File: src/rtl/morse_pkg.sv
// ============================================================================
// Module      : morse_pkg
// Description : Shared widths, letter pattern table and FSM state type for the
//               Morse message sequencer.
// Revision    : 1.0 - initial release
// ============================================================================
`default_nettype none

package morse_pkg;

    localparam int PATTERN_W = 14;
    localparam int LETTER_W  = 3;

    // Indexed by letter code 0..7 (s..z); bit0 is the first unit on the LED.
    localparam logic [PATTERN_W-1:0] c_patterns [0:7] = '{
        14'h0015, 14'h0007, 14'h0075, 14'h01D5,
        14'h01DD, 14'h0757, 14'h1DD7, 14'h0577
    };

    typedef enum logic [1:0] {
        IDLE = 2'd0,
        LOAD = 2'd1,
        PLAY = 2'd2,
        GAP  = 2'd3
    } state_t;

endpackage

`default_nettype wire

File: src/rtl/morse_letter_fifo.sv
// ============================================================================
// Module      : morse_letter_fifo
// Description : DEPTH-entry synchronous FIFO of letter codes with occupancy
//               count and a synchronous flush.
// Revision    : 1.0 - initial release
// ============================================================================
`default_nettype none

module morse_letter_fifo
    import morse_pkg::*;
#(
    parameter int DEPTH = 4,
    parameter int WIDTH = LETTER_W
) (
    input  logic                     clk,
    input  logic                     reset_n,
    input  logic                     flush,
    input  logic                     push,
    input  logic [WIDTH-1:0]         push_data,
    input  logic                     pop,
    output logic [WIDTH-1:0]         pop_data,
    output logic                     full,
    output logic                     empty,
    output logic [$clog2(DEPTH):0]   count
);

    localparam int c_addr_w = $clog2(DEPTH);
    localparam int c_cnt_w  = c_addr_w + 1;
    localparam logic [c_cnt_w-1:0] c_full_cnt = c_cnt_w'(DEPTH);

    logic [WIDTH-1:0]    r_mem [DEPTH];
    logic [c_addr_w-1:0] r_wr_ptr;
    logic [c_addr_w-1:0] r_rd_ptr;
    logic [c_cnt_w-1:0]  r_count;

    logic w_push;
    logic w_pop;

    assign full     = (r_count == c_full_cnt);
    assign empty    = (r_count == '0);
    assign count    = r_count;
    assign pop_data = r_mem[r_rd_ptr];

    assign w_push = push && !full;
    assign w_pop  = pop && !empty;

    always_ff @(posedge clk) begin
        if (w_push && !flush) begin
            r_mem[r_wr_ptr] <= push_data;
        end
    end

    // Pointers wrap naturally because DEPTH is a power of two.
    always_ff @(posedge clk or negedge reset_n) begin
        if (!reset_n) begin
            r_wr_ptr <= '0;
            r_rd_ptr <= '0;
            r_count  <= '0;
        end else if (flush) begin
            r_wr_ptr <= '0;
            r_rd_ptr <= '0;
            r_count  <= '0;
        end else begin
            if (w_push) begin
                r_wr_ptr <= r_wr_ptr + c_addr_w'(1);
            end
            if (w_pop) begin
                r_rd_ptr <= r_rd_ptr + c_addr_w'(1);
            end
            case ({w_push, w_pop})
                2'b10:   r_count <= r_count + c_cnt_w'(1);
                2'b01:   r_count <= r_count - c_cnt_w'(1);
                default: r_count <= r_count;
            endcase
        end
    end

endmodule

`default_nettype wire

File: src/rtl/morse_sequencer.sv
// ============================================================================
// Module      : morse_sequencer
// Description : Plays a queue of Morse letters on the LED: load pattern, shift
//               it out LSB-first at the unit rate, then a forced-low gap.
//               Optional synchronous abort input under MORSE_SEQ_ABORT_EN.
// Revision    : 1.0 - initial release
// ============================================================================
`default_nettype none

module morse_sequencer
    import morse_pkg::*;
#(
    parameter int TICK_DIV  = 25000000,
    parameter int GAP_TICKS = 3,
    parameter int DEPTH     = 4
) (
    input  logic                    clk,
    input  logic                    reset_n,
    input  logic [LETTER_W-1:0]     letter_in,
    input  logic                    letter_valid,
`ifdef MORSE_SEQ_ABORT_EN
    input  logic                    abort,
`endif
    output logic                    letter_ready,
    output logic                    flash,
    output logic                    busy,
    output logic [$clog2(DEPTH):0]  fifo_count
);

    localparam int c_tick_w = (TICK_DIV > 1) ? $clog2(TICK_DIV) : 1;
    localparam int c_gap_w  = $clog2(GAP_TICKS + 1);
    localparam logic [c_tick_w-1:0] c_tick_max = c_tick_w'(TICK_DIV - 1);
    localparam logic [c_gap_w-1:0]  c_gap_load = c_gap_w'(GAP_TICKS);

    state_t                r_state;
    logic [PATTERN_W-1:0]  r_shift;
    logic [c_tick_w-1:0]   r_tick_cnt;
    logic [c_gap_w-1:0]    r_gap_cnt;
    logic                  r_flash;
    logic                  r_busy;

    logic                  w_abort;
    logic                  w_tick;
    logic [PATTERN_W-1:0]  w_shift_next;
    logic [PATTERN_W-1:0]  w_pattern;
    logic [LETTER_W-1:0]   w_head;
    logic                  w_fifo_full;
    logic                  w_fifo_empty;
    logic                  w_push;
    logic                  w_pop;

`ifdef MORSE_SEQ_ABORT_EN
    assign w_abort = abort;
`else
    assign w_abort = 1'b0;
`endif

    assign w_tick       = (r_tick_cnt == '0);
    assign w_shift_next = r_shift >> 1;
    assign w_pattern    = c_patterns[w_head];
    assign w_push       = letter_valid && !w_fifo_full && !w_abort;
    assign w_pop        = (r_state == LOAD);

    assign letter_ready = !w_fifo_full;
    assign flash        = r_flash;
    assign busy         = r_busy;

    morse_letter_fifo #(
        .DEPTH (DEPTH),
        .WIDTH (LETTER_W)
    ) u_fifo (
        .clk       (clk),
        .reset_n   (reset_n),
        .flush     (w_abort),
        .push      (w_push),
        .push_data (letter_in),
        .pop       (w_pop),
        .pop_data  (w_head),
        .full      (w_fifo_full),
        .empty     (w_fifo_empty),
        .count     (fifo_count)
    );

    // flash and busy are registered from the next state so they line up
    // exactly with the state the FSM is in.
    always_ff @(posedge clk or negedge reset_n) begin
        if (!reset_n) begin
            r_state    <= IDLE;
            r_shift    <= '0;
            r_tick_cnt <= '0;
            r_gap_cnt  <= '0;
            r_flash    <= 1'b0;
            r_busy     <= 1'b0;
        end else if (w_abort) begin
            r_state    <= IDLE;
            r_shift    <= '0;
            r_tick_cnt <= '0;
            r_gap_cnt  <= '0;
            r_flash    <= 1'b0;
            r_busy     <= 1'b0;
        end else begin
            case (r_state)
                IDLE: begin
                    r_flash <= 1'b0;
                    if (!w_fifo_empty) begin
                        r_state <= LOAD;
                        r_busy  <= 1'b1;
                    end else begin
                        r_busy  <= 1'b0;
                    end
                end
                LOAD: begin
                    r_shift    <= w_pattern;
                    r_tick_cnt <= c_tick_max;
                    r_flash    <= w_pattern[0];
                    r_busy     <= 1'b1;
                    r_state    <= PLAY;
                end
                PLAY: begin
                    if (w_tick) begin
                        r_tick_cnt <= c_tick_max;
                        r_shift    <= w_shift_next;
                        if (w_shift_next == '0) begin
                            r_state   <= GAP;
                            r_gap_cnt <= c_gap_load;
                            r_flash   <= 1'b0;
                        end else begin
                            r_flash   <= w_shift_next[0];
                        end
                    end else begin
                        r_tick_cnt <= r_tick_cnt - c_tick_w'(1);
                    end
                end
                GAP: begin
                    r_flash <= 1'b0;
                    if (w_tick) begin
                        r_tick_cnt <= c_tick_max;
                        r_gap_cnt  <= r_gap_cnt - c_gap_w'(1);
                        if (r_gap_cnt == c_gap_w'(1)) begin
                            if (!w_fifo_empty) begin
                                r_state <= LOAD;
                            end else begin
                                r_state <= IDLE;
                                r_busy  <= 1'b0;
                            end
                        end
                    end else begin
                        r_tick_cnt <= r_tick_cnt - c_tick_w'(1);
                    end
                end
                default: begin
                    r_state <= IDLE;
                    r_flash <= 1'b0;
                    r_busy  <= 1'b0;
                end
            endcase
        end
    end

endmodule

`default_nettype wire

File: config.mk
export PLATFORM = sky130hd
export DESIGN_NAME = morse_sequencer
export DESIGN_NICKNAME = d
export VERILOG_FILES = /design/src/rtl/morse_pkg.sv /design/src/rtl/morse_letter_fifo.sv /design/src/rtl/morse_sequencer.sv
export SDC_FILE = /design/constraint.sdc
export NUM_CORES = 1
export LEC_CHECK = 0
export BUFFER_PORTS_ARGS = -buffer_cell sky130_fd_sc_hd__buf_4
export CAP_MARGIN = 15
export CORE_ASPECT_RATIO = 1.75
export CORE_UTILIZATION = 43
export CTS_CLUSTER_SIZE = 20
export DETAILED_ROUTE_END_ITERATION = 8
export GPL_TIMING_DRIVEN = 0
export PLACE_DENSITY = 0.6
export SYNTH_ARGS = -nofsm -noshare
export SYNTH_HDL_FRONTEND = slang
export SYNTH_SLANG_ARGS = --single-unit
export TNS_END_PERCENT = 20
File: constraint.sdc
create_clock -name clk -period 3.46 [get_ports clk]
set_input_delay 0.346 -clock clk [delete_from_list [all_inputs] [get_ports clk]]
set_output_delay 0.346 -clock clk [all_outputs]
set_load 0.02 [all_outputs]
Word level (Yosys, flattened, before mapping)
Memories as Yosys holds them, arrays and structs flattened.
Cells that the tools add are included.
{ "totals": {"regBits": 52, "latchBits": 0, "ram_bits": 12, "romBits": 112, "input_bits": 6, "output_inout_bits": 6, "word_cells": 78, "mem_count": 2} }
{ "memory_table": {"columns": ["name", "depth", "word_bits", "rd", "rd_ports_with_merged_regs", "wr", "line_no", "text"], "rows": [
  ["(name not given)", 8, 14, 1, 0, 0, "morse_sequencer.sv:60", "assign w_pattern = c_patterns[w_head];"],
  ["u_fifo.r_mem", 4, 3, 1, 0, 1, "morse_letter_fifo.sv:31", "logic [WIDTH-1:0] r_mem [DEPTH];"]
]} }
{ "classes": {"addsub": 6, "n_mul": 0, "div": 0, "order_cmp": 1, "eq_ne": 13, "shift": 0, "mux": 26, "bitwise_logic": 1, "n_reduce_logical": 20} }
{ "op_table": {"columns": ["op", "count"], "rows": [
  ["one-hot mux 25 bit (2 select lines)", 1],
  ["two-way mux 14 bit", 3],
  ["one-hot mux 14 bit (2 select lines)", 1],
  ["zero test 25 bit", 1],
  ["two-way mux 25 bit", 1],
  ["subtractor 25 x 1 -> 25 bit (second input constant)", 1],
  ["zero test 14 bit", 1],
  ["two-way mux 2 bit", 6],
  ["!= test 2 bit (second input constant)", 5],
  ["two-way mux 1 bit", 9],
  ["one-hot mux 2 bit (4 select lines)", 1],
  ["AND reduction 4 bit", 2],
  ["nonzero test 2 bit", 4],
  ["equality test 2 x 1 -> 1 bit (second input constant)", 3],
  ["equality test 2 bit (second input constant)", 3],
  ["one-hot mux 1 bit (3 select lines)", 2],
  ["one-hot mux 3 bit (2 select lines)", 1],
  ["AND reduction 5 bit", 1],
  ["adder 2 x 1 -> 2 bit (second input constant)", 2],
  ["greater-or-equal comparator 4 bit (second input constant)", 1],
  ["NOT 3 -> 4 bit", 1],
  ["one-hot mux 2 bit (2 select lines)", 1],
  ["OR reduction 2 bit", 2],
  ["adder 3 x 1 -> 3 bit (second input constant)", 1],
  ["10 further kinds", 13]
]} }

Logic depth before layout (Yosys ltp)
{ "depth": {"depth_word": 6, "depth_mapped": 10, "mapped_depth_nobuf": 10} }

Cells and area by module
From an unflattened synthesis, not the netlist that was laid out.
{ "hier_totals": {"cells_unflattened": 339, "area_unflattened_um2": 3475.8} }
{ "by_module_without_submodules": {"columns": ["module", "n_inst", "cells_each", "area_each_um2", "seq_area_each_um2"], "rows": [
  ["morse_sequencer", 1, 260, 2452.4, 1076.0],
  ["morse_letter_fifo", 1, 79, 1023.5, 535.5]
]} }

Worst setup path before layout
No wires, ideal clock.
{ "synth_path": {"path_type": "register to register", "start": "register u_fifo.r_count[0], in the netlist u_fifo.count[0]", "end": "register u_fifo.r_count[2], in the netlist u_fifo.count[2]", "setup_ns": 0.080, "arrival_ns": 2.144, "required_time_ns": 3.380, "slack_ns": 1.236, "path_stages_with_launch": 11, "n_path_buf": 0, "period_less_slack_ns": 2.224, "cell_sequence": "dfrtp_1 -> inv_1 -> nand3_1 -> and2_1 -> inv_1 -> ha_1 -> inv_1 -> fa_1 -> xor2_1 -> nor2_1 -> xor2_1"} }
{ "synth_via": {"elab_chain_len": 6, "elab_cells_between_ends": 13, "cone_classes": "add/sub: 2; eq/ne: 3; mux: 1; reduce/logical: 7"} }
{ "synth_rtl": {"columns": ["item", "line_no", "text"], "rows": [
  ["start: declaration", "morse_letter_fifo.sv:34", "logic [c_cnt_w-1:0] r_count;"],
  ["start signal: assignment", "morse_letter_fifo.sv:71", "2'b10: r_count <= r_count + c_cnt_w'(1);"],
  ["start signal: assignment", "morse_letter_fifo.sv:72", "2'b01: r_count <= r_count - c_cnt_w'(1);"],
  ["start signal: assignment", "morse_letter_fifo.sv:73", "default: r_count <= r_count;"],
  ["equality test 3 bit (*)", "morse_letter_fifo.sv:39", "assign full = (r_count == c_full_cnt);"],
  ["zero test 1 bit (*)", null, null],
  ["named net letter_ready", "morse_sequencer.sv:24", "output logic letter_ready,"],
  ["logical AND 1 bit", "morse_sequencer.sv:61", "assign w_push = letter_valid && !w_fifo_full && !w_abort;"],
  ["logical AND 1 bit (*)", "morse_letter_fifo.sv:44", "assign w_push = push && !full;"],
  ["equality test 2 x 1 -> 1 bit / equality test 2 bit (equally long branches)", "morse_letter_fifo.sv:70", "case ({w_push, w_pop})"],
  ["one-hot mux 3 bit (2 select lines) / nonzero test 2 bit (equally long branches)", null, null]
]} }
The timed path passes the listed nets; every way through them passes the cells marked *.
A chain may end at the register's enable or synchronous reset.

Worst setup path after layout
{ "layout_path": {"start": "register r_state[0]", "end": "register r_tick_cnt[10]"} }
{ "layout_via": {"elab_chain_len": 3, "elab_cells_between_ends": 6, "cone_classes": "eq/ne: 3; mux: 1; reduce/logical: 2"} }
{ "layout_rtl": {"columns": ["item", "line_no", "text"], "rows": [
  ["start: declaration", "morse_sequencer.sv:35", "state_t r_state;"],
  ["start signal: assignment", "morse_sequencer.sv:88", "r_state <= IDLE;"],
  ["start signal: assignment", "morse_sequencer.sv:95", "r_state <= IDLE;"],
  ["start signal: assignment", "morse_sequencer.sv:106", "r_state <= LOAD;"],
  ["equality test 2 bit", "morse_sequencer.sv:102", "case (r_state)"],
  ["OR reduction 2 bit (no line)", null, null],
  ["one-hot mux 25 bit (2 select lines) / nonzero test 2 bit (equally long branches)", null, null],
  ["end signal: assignment", "morse_sequencer.sv:114", "r_tick_cnt <= c_tick_max;"],
  ["end signal: assignment", "morse_sequencer.sv:121", "r_tick_cnt <= c_tick_max;"],
  ["end signal: assignment", "morse_sequencer.sv:131", "r_tick_cnt <= r_tick_cnt - c_tick_w'(1);"],
  ["end: declaration", "morse_sequencer.sv:37", "logic [c_tick_w-1:0] r_tick_cnt;"]
]} }
Parallel ways exist; a longest one is shown, timed or not.

==> results.sh <==
export IMPL_die_area_sq_um=8050
export IMPL_fmax_mhz=407
export IMPL_coreArea_sq_um=7510
export IMPL_io_buffers=11
export IMPL_die_w_um=68.3
export IMPL_synthCells=306
export IMPL_cts_repair_resized=0
export IMPL_worstMarginPinSlew_ps=655
export IMPL_setup_violations=0
export IMPL_hold_path_class="primary input to asynchronous set/reset pin"
export IMPL_vdd_ir_drop_worst_v=0.000324
export IMPL_diodes=0
export IMPL_wl_per_cell_um=16.5
export IMPL_drive_gt1_frac=0.144
export IMPL_fp_row_count=42
export IMPL_cts_buffers=9
export IMPL_fin_crit_ps=2460
export IMPL_antenna_found_initial=0
export IMPL_path_cells="inv_1, ha_1, buf_2, or2_2, clkbuf_1, o21ai_1, nand2_1, clkbuf_1, o2bb2ai_1"
export IMPL_crit_fanout=10
export IMPL_end_kind="flip-flop"
export IMPL_antenna_left=0
export IMPL_slew_viol_final=0
export IMPL_drcViolationCount=0
export IMPL_cpMostUsedCell="clkbuf_1"
export IMPL_wl_mm=6.96
export IMPL_power_density_nw_per_um2=841
export IMPL_drt_iter0_markers=173
export IMPL_grt_ovfl_total=0
export IMPL_synthArstFlopShare=0.806
export IMPL_cts_max_level=3
export IMPL_syn_area_sq_um=3300
export IMPL_grt_pass1_wl_mm=11.5
export IMPL_yosysTopAreaCell="dfrtp_1"
export IMPL_die_y_um=118
export IMPL_synth_cell_type_count=57
export IMPL_synth_top_flop_cell="dfrtp_1"
export IMPL_cap_violations=0
export IMPL_synth_fp_nets=326
export IMPL_cts_sinks=62
export IMPL_num_vias=2371
export IMPL_clk_latency_ps=330
export IMPL_synthToLayoutAreaGrowth_pct=13.7
export IMPL_clkTransAtPathRegs_ps=50
export IMPL_cts_buffer_depth=2
export IMPL_cp_slowest_stage_delay_ps=440
export IMPL_synth_seq_cells=62
export IMPL_hold_buffers=0
export IMPL_place_gp_congestion=0.772
export IMPL_synth_top_cells_by_area="dfrtp_1 38%, edfxtp_1 11%, ha_1 4.9%, xnor2_1 3.7%, nand2_1 3.4%"
export IMPL_grt_max_degree=51
export IMPL_avgViaCountPerCell=5.63
export IMPL_relSlewSlack=0.564
export IMPL_hold_ws_ps=33.4
export IMPL_fin_setup_tns_ps=0
export IMPL_crit_required_ps=3670
export IMPL_cp_arrival_ps=2670
export IMPL_start_kind="flip-flop"
export IMPL_dp_hpwl_mm=5.06
export IMPL_fin_nets=348
export IMPL_track_usage=0.197
export IMPL_cp_slowest_cell="dfrtp_1"
export IMPL_status="completed"
export IMPL_synth_edf_count=12
export IMPL_leakagePower_nw=1.51
export IMPL_grt_pass1_vias=2451
export IMPL_n_fill_cell=685
export IMPL_yosysSeqAreaShare=0.488
export IMPL_syn_avg_cell_area_sq_um=10.8
export IMPL_final_hold_viol_count=0
export IMPL_cts_tree="built"
export IMPL_period_share=0.711
export IMPL_ios=12
export IMPL_finClkSkew_ps=5.67
export IMPL_start_util=0.440
export IMPL_root_buffer="clkbuf_16"
export IMPL_first_pass_iters=4
export IMPL_post_cts_buffers=0
export IMPL_yosysWarningCount=0
export IMPL_worstSetupPathType="flip-flop to flip-flop"
export IMPL_yosysTopAreaCellShare=0.379
export IMPL_rsz0062_at_grt="no"
final cells by class:
cell class                      count  area [sq um]  area share
Buffer                              9          43.8      0.0117
Inverter                           17          63.8      0.0170
Multi-Input combinational cell    218          1590       0.422
Clock inverter                      5          26.3     0.00700
Timing Repair Buffer               11          82.6      0.0220
Sequential cell                    62          1610       0.429
Tap cell                           88           110      0.0293
Clock buffer                       11           233      0.0620
final timing paths:
path,from,endpoint,slack (ps),cells after the start
setup reg to reg,r_state[0],r_tick_cnt[10],1000,9
hold / removal,reset_n,r_shift[10],30,1
min in group clk,letter_in[1],u_fifo.r_mem[1][1],220,1
max in group asynchronous,reset_n,r_tick_cnt[21],2970,1
hold reg to reg,r_shift[12],r_shift[12],510,1
setup / recovery,r_state[0],r_tick_cnt[10],1000,9
kinds of logic after synthesis:
kind of cell	Yosys count	synth area share
AO/OA/AOI/OAI	55	0.110
AND/OR/NAND/NOR	115	0.196
buffers and inverters	26	0.0326
XOR/XNOR	18	0.0477
adder cells (fa/ha/maj)	14	0.0553
multiplexers	16	0.0708
flip-flops	62	0.488
critical path, delay by kind of cell (launching register included):
kind | cells | cell delay [ps]
and+or+nand+nor | 2 | 440
DFF | 1 | 440
AOI/OAI and AO/OA | 2 | 480
adders and majority gates | 1 | 210
buffers and inverters | 4 | 770
through the flow:
step                      instance area (sq um)  worst slack, ps  utilization  total power [mW]  instances
after floorplan                            3300             1240            -              2.02        306
after global placement                     3500              991        0.465              2.37        405
after detailed placement                   3500             1020        0.465              2.40        405
after CTS                                  3760             1010        0.500              3.20        421
after global routing                       3760              785        0.500              3.39        421
final                                      3760             1000        0.500              3.16        421
where the power goes:
group / internal (mW) / switching [mW]
combinational: 0.549 / 0.756
clock: 0.477 / 0.310
sequential: 0.928 / 0.140
total: 1.95 / 1.21
registers in the layout, indices dropped and copies added (netlist names):
signal / cells
u_fifo.r_mem: 12
flash: 1
r_tick_cnt: 25
r_state: 2
r_shift: 12
u_fifo.r_rd_ptr: 2
u_fifo.count: 3
u_fifo.r_wr_ptr: 2
busy: 1
r_gap_cnt: 2
synthesized netlist by cell type (all sizes together), types with 2 or more instances:
| library cell | n |
|---|---|
| xor2 | 4 |
| and3 | 6 |
| o21ai | 15 |
| nor2b | 3 |
| o211ai | 2 |
| nand2b | 3 |
| xnor2 | 14 |
| a2bb2oi | 3 |
| clkbuf | 6 |
| mux2 | 11 |
| or4 | 6 |
| o31ai | 5 |
| nand3 | 9 |
| buf | 3 |
| a21oi | 11 |
| inv | 16 |
| a21o | 3 |
| edfxtp | 12 |
| and2 | 2 |
| o41ai | 2 |
| ha | 13 |
| nor2 | 15 |
| mux4 | 3 |
| a211oi | 2 |
| or3 | 12 |
| nor4 | 9 |
| o21a | 3 |
| nor3 | 13 |
| dfrtp | 50 |
| nand4 | 2 |
| nand2 | 30 |
| mux2i | 2 |
per-layer routing:
| layer | track usage | wire length, um | vias up |
|---|---|---|---|
| met3 | 0.0475 | 176 | 11 |
| li1 | - | - | 1155 |
| met1 | 0.197 | 2680 | 1175 |
| met4 | 0.0990 | 148 | 0 |
| met2 | 0.354 | 3950 | 30 |
| met5 | 0 | 0 | - |
cells in the final DEF (no fill, tap or decap), drive strengths merged, types with 13 or more instances in the layout:
cell type / instances
buf: 14
clkbuf: 17
dfrtp: 50
ha: 13
inv: 16
nand2: 30
nor2: 15
nor3: 13
o21ai: 15
xnor2: 14
(Power assumes the default switching activity.)
